$ cat config.mk
export PLATFORM = sky130hd
export DESIGN_NAME = phase_diff_slicer
export DESIGN_NICKNAME = d
export VERILOG_FILES = /design/src/rtl/phase_diff_slicer.sv
export SDC_FILE = /design/constraint.sdc
export NUM_CORES = 1
export LEC_CHECK = 0
export ABC_AREA = 1
export CORE_AREA = 2 2 100 78
export CTS_CLUSTER_SIZE = 16
export DETAILED_ROUTE_END_ITERATION = 16
export DIE_AREA = 0 0 102 80
export GPL_TIMING_DRIVEN = 1
export PLACE_DENSITY = 0.74
export SYNTH_ARGS = -nofsm -noshare
export SYNTH_HDL_FRONTEND = slang
export SYNTH_SLANG_ARGS = --single-unit
$ cat constraint.sdc
create_clock -name clk -period 4.74 [get_ports clk]
set_input_delay 0.948 -clock clk [delete_from_list [all_inputs] [get_ports clk]]
set_output_delay 0.948 -clock clk [all_outputs]
set_load 0.01 [all_outputs]
$ cat src/rtl/phase_diff_slicer.sv
// Phase-difference slicer: integrates wrapped angle deltas over one symbol and slices to a bit + erasure.
// Optional freq_est output (acc at each symbol end) enabled by defining PHASE_DIFF_FREQ_EST_EN.
module phase_diff_slicer #(
  parameter int SPS    = 20,
  parameter int ACC_W  = 16,
  parameter int THRESH = 40
) (
  input  logic             clk,
  input  logic             rst_n,
  input  logic [8:0]       angle_in,
  input  logic             angle_valid,
  input  logic             clear,
  output logic             bit_out,
  output logic             bit_erasure,
  output logic             bit_valid,
  input  logic             bit_ready,
  output logic             overrun
`ifdef PHASE_DIFF_FREQ_EST_EN
  , output logic signed [ACC_W-1:0] freq_est
`endif
);

  // Sum width covers both the 10-bit delta and the accumulator, plus headroom for one add.
  localparam int SUM_W = ((ACC_W > 10) ? ACC_W : 10) + 2;
  localparam logic signed [SUM_W-1:0] SAT_MAX  = SUM_W'((32'sd1 <<< (ACC_W - 1)) - 32'sd1);
  localparam logic signed [SUM_W-1:0] THRESH_S = SUM_W'(THRESH);
  localparam logic [7:0]              LAST_CNT = 8'(SPS - 1);

  typedef enum logic [0:0] {
    IDLE = 1'b0,
    RUN  = 1'b1
  } state_t;

  state_t                   state_r;
  logic [8:0]               prev_r;
  logic signed [ACC_W-1:0]  acc_r;
  logic [7:0]               cnt_r;

  logic [8:0]               a_s;
  logic signed [9:0]        raw_s;
  logic signed [9:0]        d_s;
  logic signed [SUM_W-1:0]  sum_s;
  logic signed [ACC_W-1:0]  acc_next_s;
  logic signed [SUM_W-1:0]  acc_ext_s;
  logic signed [SUM_W-1:0]  mag_s;
  logic                     sym_end_s;

  // Normalise the angle, wrap the delta into [-180,179] and form the saturated running sum.
  always_comb begin
    a_s        = 9'd0;
    raw_s      = 10'sd0;
    d_s        = 10'sd0;
    sum_s      = {SUM_W{1'b0}};
    acc_next_s = {ACC_W{1'b0}};
    acc_ext_s  = {SUM_W{1'b0}};
    mag_s      = {SUM_W{1'b0}};
    if (angle_in >= 9'd360) begin
      a_s = angle_in - 9'd360;
    end else begin
      a_s = angle_in;
    end
    raw_s = $signed({1'b0, a_s}) - $signed({1'b0, prev_r});
    if (raw_s > 10'sd179) begin
      d_s = raw_s - 10'sd360;
    end else if (raw_s < -10'sd180) begin
      d_s = raw_s + 10'sd360;
    end else begin
      d_s = raw_s;
    end
    sum_s = SUM_W'(acc_r) + SUM_W'(d_s);
    if (sum_s > SAT_MAX) begin
      acc_next_s = ACC_W'(SAT_MAX);
    end else if (sum_s < -SAT_MAX) begin
      acc_next_s = ACC_W'(-SAT_MAX);
    end else begin
      acc_next_s = ACC_W'(sum_s);
    end
    acc_ext_s = SUM_W'(acc_next_s);
    if (acc_ext_s[SUM_W-1]) begin
      mag_s = -acc_ext_s;
    end else begin
      mag_s = acc_ext_s;
    end
  end

  assign sym_end_s = (state_r == RUN) && angle_valid && (cnt_r == LAST_CNT);

  // Seed/integrate FSM with the bit handshake; clear outranks any same-cycle sample.
  always_ff @(posedge clk or negedge rst_n) begin
    if (!rst_n) begin
      state_r     <= IDLE;
      prev_r      <= 9'd0;
      acc_r       <= {ACC_W{1'b0}};
      cnt_r       <= 8'd0;
      bit_out     <= 1'b0;
      bit_erasure <= 1'b0;
      bit_valid   <= 1'b0;
      overrun     <= 1'b0;
    end else if (clear) begin
      state_r   <= IDLE;
      acc_r     <= {ACC_W{1'b0}};
      cnt_r     <= 8'd0;
      bit_valid <= 1'b0;
      overrun   <= 1'b0;
    end else begin
      if (bit_valid && bit_ready) begin
        bit_valid <= 1'b0;
      end
      if (angle_valid) begin
        prev_r <= a_s;
        case (state_r)
          IDLE: begin
            state_r <= RUN;
          end
          RUN: begin
            if (sym_end_s) begin
              acc_r       <= {ACC_W{1'b0}};
              cnt_r       <= 8'd0;
              bit_out     <= ~acc_next_s[ACC_W-1];
              bit_erasure <= (mag_s < THRESH_S);
              bit_valid   <= 1'b1;
              if (bit_valid && !bit_ready) begin
                overrun <= 1'b1;
              end
            end else begin
              acc_r <= acc_next_s;
              cnt_r <= cnt_r + 8'd1;
            end
          end
          default: begin
            state_r <= IDLE;
          end
        endcase
      end
    end
  end

`ifdef PHASE_DIFF_FREQ_EST_EN
  // Frequency estimate follows every symbol end, untouched by clear or the handshake.
  always_ff @(posedge clk or negedge rst_n) begin
    if (!rst_n) begin
      freq_est <= {ACC_W{1'b0}};
    end else if (sym_end_s && !clear) begin
      freq_est <= acc_next_s;
    end
  end
`endif

endmodule

* Word-level counts from Yosys, hierarchy flattened
Index checks and enable logic that the tools add are counted.
Cells by class: muxes and demuxes 26, eq/ne operators 1, order comparisons 6, add/subtract/negate cells 7, reductions and logical operators 13, bitwise logic cells 2
Operators with widths (number):
- two-way mux 16 bit | 6
- two-way mux 8 bit | 4
- two-way mux 10 bit | 2
- less-than comparator 18 x 7 -> 1 bit (second input constant) | 1
- two-way mux 18 bit | 1
- negation 16 -> 18 bit | 1
- adder 16 x 10 -> 17 bit | 1
- greater-than comparator 17 x 16 -> 1 bit (second input constant) | 1
- less-than comparator 17 x 16 -> 1 bit (second input constant) | 1
- two-way mux 1 bit | 12
- adder 10 bit (second input constant) | 1
- greater-than comparator 10 x 9 -> 1 bit (second input constant) | 1
- less-than comparator 10 x 9 -> 1 bit (second input constant) | 1
- subtractor 10 bit (second input constant) | 1
- subtractor 9 x 9 -> 10 bit | 1
- >= comparator 9 bit (second input constant) | 1
- two-way mux 9 bit | 1
- subtractor 9 bit (second input constant) | 1
- adder 8 x 1 -> 8 bit (second input constant) | 1
- equality test 8 x 5 -> 1 bit (second input constant) | 1
- AND reduction 4 bit | 2
- nonzero test 2 bit | 4
- logical AND 1 bit | 4
- AND reduction 2 bit | 2
- other kinds (2) | 3
Word-level totals: output and inout bits 4, input bits 14, bits in registers 38

* Logic depth before layout (Yosys ltp)
Gate-level depths: netlist of run 1.
depth in word-level cells 14, depth in mapped cells 48, gate-level depth less buffers 47

* Least setup slack after synthesis of run 1
No wires, ideal clock.
kind input to register, start point input angle_in[3], end point register bit_erasure, slack -1.845 ns, path buffers 0, cell stages on the path 40, arrival time 6.520 ns, path through inv_1 -> ha_1 -> nor3_1 -> o31ai_1 -> xor2_1 -> ha_1 -> a21oi_1 -> nand2_1 -> a21o_1 -> a21oi_1 -> inv_1 -> a21oi_1 -> o21ai_0 -> xor2_1 -> inv_1 -> o21ai_2 -> o21ai_0 -> a221oi_1 -> [... 4 more ...] -> nand2_1 -> nand2_1 -> nand2_1 -> nand2_1 -> nand2_2 -> nand2_2 -> nand3_1 -> o21ai_0 -> nand2_1 -> inv_1 -> nand3_1 -> nand2_1 -> nand2_1 -> nand2_1 -> nand3_1 -> nor2_1 -> nand2_1 -> nand2_1
On the way: word-level cells in the longest chain between the ends 13
Ends and longest elaborated chain:
- start, declared | line 10 | input logic [8:0] angle_in,
- subtractor 9 bit / >= comparator 9 bit (equally long branches) | line 58, 57
- two-way mux 9 bit (*) | line 57 | if (angle_in >= 9'd360) begin
- named net a_s[3] | line 39 | logic [8:0] a_s;
- subtractor 9 x 9 -> 10 bit (*) | line 62 | raw_s = $signed({1'b0, a_s}) - $signed({1'b0, prev_r});
- adder 10 bit / less-than comparator 10 x 9 -> 1 bit (equally long branches) | line 66, 65
- two-way mux 10 bit | line 65 | end else if (raw_s < -10'sd180) begin
- two-way mux 10 bit (*) | line 63 | if (raw_s > 10'sd179) begin
- adder 16 x 10 -> 17 bit (*) | line 70 | sum_s = SUM_W'(acc_r) + SUM_W'(d_s);
- less-than comparator 17 x 16 -> 1 bit | line 73 | end else if (sum_s < -SAT_MAX) begin
- two-way mux 16 bit | line 73
- two-way mux 16 bit (*) | line 71 | if (sum_s > SAT_MAX) begin
- negation 16 -> 18 bit | line 80 | mag_s = -acc_ext_s;
- two-way mux 18 bit (*) | line 79 | if (acc_ext_s[SUM_W-1]) begin
- less-than comparator 18 x 7 -> 1 bit (*) | line 120 | bit_erasure <= (mag_s < THRESH_S);
- end signal, assigned | line 120
- end, declared | line 14 | output logic bit_erasure,
The timed path passes the listed nets; every way through them passes the cells marked *. A chain may end at the register's enable or synchronous reset.

* Worst setup path in the final report of run 1
start point input angle_in[4], end point register bit_erasure
On the way: word-level cells in the longest chain between the ends 13
Ends and longest elaborated chain (line):
- >= comparator 9 bit (*) | 57
- two-way mux 9 bit (*) | 57
- named net a_s[3] | 39
- subtractor 9 x 9 -> 10 bit (*) | 62
- adder 10 bit / less-than comparator 10 x 9 -> 1 bit (equally long branches) | 66, 65
- two-way mux 10 bit | 65
- two-way mux 10 bit (*) | 63
- adder 16 x 10 -> 17 bit (*) | 70
- less-than comparator 17 x 16 -> 1 bit | 73
- two-way mux 16 bit | 73
- two-way mux 16 bit (*) | 71
- negation 16 -> 18 bit | 80
- two-way mux 18 bit (*) | 79
- less-than comparator 18 x 7 -> 1 bit (*) | 120
Marks and branches as above.

==> results.tsv, run 1 <==
metric	value	unit
CTS tree	built	
GP Congestion	1.002	
Core Rows	27	
crit share post-route	1.431	
Core Area	7162	um^2
crit path capture type	flip-flop	
cell depth of the worst flop-to-flop path	38	
total gr overflow	0	
Hold Buf Count CTS	0	
final non-filler cell total	871	
hpwl dp	8.903	mm
critical path's slowest cell	ha_1	
CTS root buf	clkbuf_8	
CP Launch Type	primary input	
Tmin final	6781	ps
RSZ-0062 raised after global routing	true	
first-pass GRT wire length	22.43	mm
layout cell share with drive strength beyond 1	0.4351	
cell mode on critical path	buf_6	
Setup Skew	10.46	ps
FILL cells	330	
largest net degree at the start of global routing	39	
slowest stage delay, CP	380	ps
dpl cells	825	
# IOs	18	
CTS Buffer Depth	2	
die width	102	um
Worst Slack Setup Final	-2041	ps
Routed Wire Length	17.40	mm
Worst R2R End	bit_erasure$_DFFE_PN0P_	
Final setup viols	18	
post-synthesis cell type count	43	
Mapped Area	3855	um^2
vias	5357	
CTS sink cnt	38	
drt first pass iters	5	
most frequent cells in the layout	135 x buf_4, 125 x nand2_1, 81 x inv_1	
clock latency on the worst-skew pair	310	ps
number of CTS-inserted buffers	5	
Initial Util	0.5383	
Final Hold Violating Endpoints	0	
clock slew at reported path FFs	90	ps
Die ar.	8160	um^2
Warnings, synthesis	0	
initial drt markers	592	
FF-to-FF setup slack	-1110	ps
Layout Nets	815	
Area growth, synth to finish	64.26	%
status	finished with violations	
CP Class	in2reg	
f_max	147.5	MHz
Rel. slew slack	0.3736	
Die Height	80	um
Clock H-tree levels	2	
async set or reset register ratio after synthesis	1.000	
Pins Over Slew Limit	0	
crit-path max FO	6	
Synth Flop Type	dfrtp_1	
most common cell after layout, fill and taps aside	buf_4	
Worst EP required	4990	ps
worst-margin pin slew	939.5	ps
WHS Endpoint	bit_out$_DFFE_PN0P_	
syn nets	644	
Worst Min Path Start	bit_out$_DFFE_PN0P_	
critical path data arrival time	7030	ps
Mean Syn Cell Area	6.446	um^2
gr usage total	0.3503	
vias in the first global route	4752	
# port buffers	17	
number of antenna diodes	0	
Max-Cap Viols	0	
EDFF count, synth	0	
Hold Path Cell Cnt	2	
failing checks	setup timing	
initial antenna violation count	0	
vias per cell	6.150	
drt wl/cell	19.97	um
flops & latches, synth	38	
fraction of the yosys area taken by sequential cells	0.2467	
antenna-violating nets left	0	
r2r startpoint	prev_r[0]$_DFFE_PN0P_	
number of remaining DRC errors	0	
Post-Syn Instances	598	
worst hold path class	reg2reg	
==> worst max path at each step <==
stage | start | to | slack (ps) | cells past startpoint
after floorplan | angle_in[4] | bit_erasure$_DFFE_PN0P_ | -1330 | 41
after global placement | angle_in[4] | bit_erasure$_DFFE_PN0P_ | -2280 | 45
after detailed placement | angle_in[4] | bit_erasure$_DFFE_PN0P_ | -2580 | 45
after CTS | angle_in[3] | bit_erasure$_DFFE_PN0P_ | -1400 | 47
after global routing | angle_in[3] | bit_erasure$_DFFE_PN0P_ | -2260 | 45
final | angle_in[4] | bit_erasure$_DFFE_PN0P_ | -2040 | 43
==> synthesized netlist by cell type (4+ instances only) <==
master,count,share of area
o21ai_0,47,0.061
nand3_1,40,0.052
nor3_1,14,0.018
clkbuf_1,5,0.0049
ha_1,30,0.097
nand3_2,4,0.010
nand2_1,164,0.16
xor2_1,12,0.027
nand2_2,11,0.018
nor2_1,43,0.042
o22ai_1,5,0.0081
nor2_2,5,0.0081
nor4_1,4,0.0065
inv_1,92,0.090
nand4_1,10,0.016
xnor2_1,4,0.0091
dfrtp_1,38,0.25
a21oi_1,35,0.045
==> worst max-delay path: cells and delay by family <==
family / cells / cell delay [ps]
compound gates: 10 / 1750
xor+xnor: 2 / 410
fa+ha+maj: 2 / 590
buf+inv: 9 / 1080
simple gates: 20 / 2230
==> sequential cells by signal (all words and copies together), names as in the netlist <==
signal	flops
overrun	1
bit_out	1
prev_r	9
acc_r	16
cnt_r	8
bit_valid	1
bit_erasure	1
state_r	1
==> through the flow <==
step	instance area (um^2)	utilization	hold slack (ps)	setup slack (ps)	setup TNS [ps]
finish	6332	0.8842	510.8	-2041	-26870
detailed placement	5126	0.7158	483.9	-2576	-37070
global route	6332	0.8842	531.3	-2261	-29880
CTS	5857	0.8178	503.3	-1397	-16980
global placement	5126	0.7158	470.8	-2280	-32400
floorplan	4015	-	453.0	-1332	-15260
==> layout make-up <==
type                       instances  area, um^2  share of cell area
tap                              101       126.4             0.01996
clock buffer                       5       68.82             0.01087
inverter                          94       387.9             0.06125
sequential                        38       950.9              0.1502
timing repair buffer             171        1415              0.2235
clock inverter                     3       68.82             0.01087
multi-input combinational        459        3314              0.5234
==> kinds of logic after synthesis <==
kind of cell / after synthesis / share of synthesized area
AND/OR/NAND/NOR: 305 / 0.3512
AO/OA/AOI/OAI: 104 / 0.1490
buffers and inverters: 102 / 0.1048
flip-flops: 38 / 0.2467
adder cells (fa/ha/maj): 32 / 0.1078
XOR/XNOR: 17 / 0.04057
==> layer usage <==
metal | share of wire | global-route usage | up-vias
met5 | 0 | 0 | -
met3 | 0.11 | 0.07005 | 146
met4 | 0.072 | 0.1480 | 0
li1 | - | - | 2286
met1 | 0.37 | 0.4561 | 2483
met2 | 0.45 | 0.5651 | 442
==> timing repair <==
item | CTS | global route
setup endpoints to repair | 18 | 18
hold endpoints to repair | 0 | 0
gates resized for setup | 131 | 80
cloned | 1 | 1
pin swaps | 79 | 60
buffers inserted | 25 | 14
Power of run 1 is left out: the tool's default activity adds up to more than one toggle a clock period on the data nets, which glitch-free logic cannot reach.
==> run 2, diff against run 1 <==
- CORE_AREA: 2 2 100 78 -> 10 10 108 86
- DIE_AREA: 0 0 102 80 -> 0 0 118 96
==> run 2 against run 1 <==
The flow still finishes with violations (setup timing). Cell count up 0.23%. Design area up 1.2%. Sequential share of layout area down 0.18 points.
==> results.tsv, run 2 (same netlist as run 1, synthesis figures left out) <==
metric	value	unit
Worst EP required	5010	ps
cell depth of the worst flop-to-flop path	42	
initial drt markers	834	
max reg flops	16	
total gr overflow	0	
vias per cell	6.512	
Tmin final	7124	ps
placed cell area	5156	um^2
Worst Slack Setup Final	-2384	ps
first-pass GRT wire length	23.00	mm
Routed Wire Length	19.18	mm
final non-filler cell total	873	
CTS root buf	clkbuf_8	
most frequent cells in the layout	125 x nand2_1, 117 x buf_4, 80 x inv_1	
antenna-violating nets left	0	
most common cell after layout, fill and taps aside	nand2_1	
WHS	513.0	ps
Area growth, synth to finish	66.24	%
Max-Cap Viols	0	
status	finished with violations	
f_max	140.4	MHz
failing checks	setup timing	
drt wl/cell	21.97	um
crit share post-route	1.503	
Setup Skew	19.42	ps
Core Area	7162	um^2
RSZ-0062 raised after global routing	true	
Final Hold Violating Endpoints	0	
die width	118	um
Final setup viols	18	
# IOs	18	
CTS Buffer Depth	2	
number of antenna diodes	0	
hpwl dp	9.066	mm
initial antenna violation count	0	
GP Congestion	0.9761	
cell mode on critical path	nand2_1	
worst hold path class	reg2reg	
Hold Path Cell Cnt	2	
Core Rows	27	
Die Height	96	um
number of CTS-inserted buffers	5	
vias in the first global route	4902	
CTS tree	built	
largest net degree at the start of global routing	39	
critical path data arrival time	7390	ps
Die ar.	11330	um^2
CP Launch Type	primary input	
Clock H-tree levels	2	
final instance area	6409	um^2
CP Class	in2reg	
clock latency on the worst-skew pair	320	ps
vias	5685	
Layout Nets	817	
drt first pass iters	6	
clock slew at reported path FFs	100	ps
biggest regs	acc_r (16), prev_r (9), cnt_r (8)	
Pins Over Slew Limit	0	
slowest stage delay, CP	390	ps
critical path's slowest cell	ha_1	
crit-path max FO	7	
worst-margin pin slew	909.3	ps
CTS sink cnt	38	
number of remaining DRC errors	0	
gr usage total	0.2462	
dpl cells	829	
largest reg by FF count	acc_r	
# port buffers	17	
layout cell share with drive strength beyond 1	0.4352	
Initial Util	0.5383	
crit path capture type	flip-flop	
Rel. slew slack	0.3938	
FILL cells	309	
-- run 2: cell count changes in the layout (fill, tap and decap cells not counted), sizes merged --
| cell | before | now |
|---|---|---|
| clkbuf | 7 | 6 |
| buf | 158 | 160 |
| dlygate4sd2 | 1 | 2 |
| clkinv | 2 | 1 |
| inv | 93 | 94 |
-- run 2: final timing paths --
path	slack, ps	start	to
max in group asynchronous	3420	rst_n	prev_r[0]$_DFFE_PN0P_
max	-2380	angle_in[3]	bit_erasure$_DFFE_PN0P_
min	510	bit_out$_DFFE_PN0P_	bit_out$_DFFE_PN0P_
min reg2reg	510	bit_out$_DFFE_PN0P_	bit_out$_DFFE_PN0P_
max reg2reg	-1290	prev_r[0]$_DFFE_PN0P_	bit_erasure$_DFFE_PN0P_
min in group asynchronous	750	rst_n	acc_r[0]$_DFFE_PN0P_
-- run 2: what timing repair did --
action,4_1_cts,5_1_grt
hold buffers,0,0
gates cloned,2,1
hold endpoints to repair,0,0
gates resized for setup,153,87
endpoints found under the setup margin,18,18
pin swaps,57,67
setup buffers,20,21
-- run 2: metrics by stage --
step / worst slack (ps) / TNS [ps] / util
3_5_place_dp: -2431 / -35500 / 0.7200
5_1_grt: -2573 / -35810 / 0.8948
6_report: -2384 / -33300 / 0.8948
4_1_cts: -1393 / -17230 / 0.8246
2_1_floorplan: -1332 / -15260 / -
3_3_place_gp: -2212 / -31780 / 0.7200
-- run 2: critical path, delay by kind of cell --
family                   cells  cell delay [ps]
AO/OA/AOI/OAI                6             1170
XOR/XNOR                     3              660
adder cells (fa/ha/maj)      3              850
buffers and inverters        9              960
AND/OR/NAND/NOR             27             2790
-- run 2: cell type report --
class,count,area (um^2),area share
tap,101,126.4,0.01972
clock inverter,3,68.82,0.01074
sequential,38,950.9,0.1484
timing repair buffer,173,1504,0.2347
multi-input combinational,459,3302,0.5152
inverter,94,387.9,0.06052
clock buffer,5,68.82,0.01074
-- run 2: layer usage --
metal,GRT usage,part of all wire,wire (um),vias up
met2,0.4266,0.44,8391,597
li1,-,-,-,2306
met4,0.1119,0.089,1701,0
met3,0.04444,0.12,2280,199
met1,0.2977,0.35,6806,2583
met5,0,0,0,-
Power of run 2 is left out for the same reason.
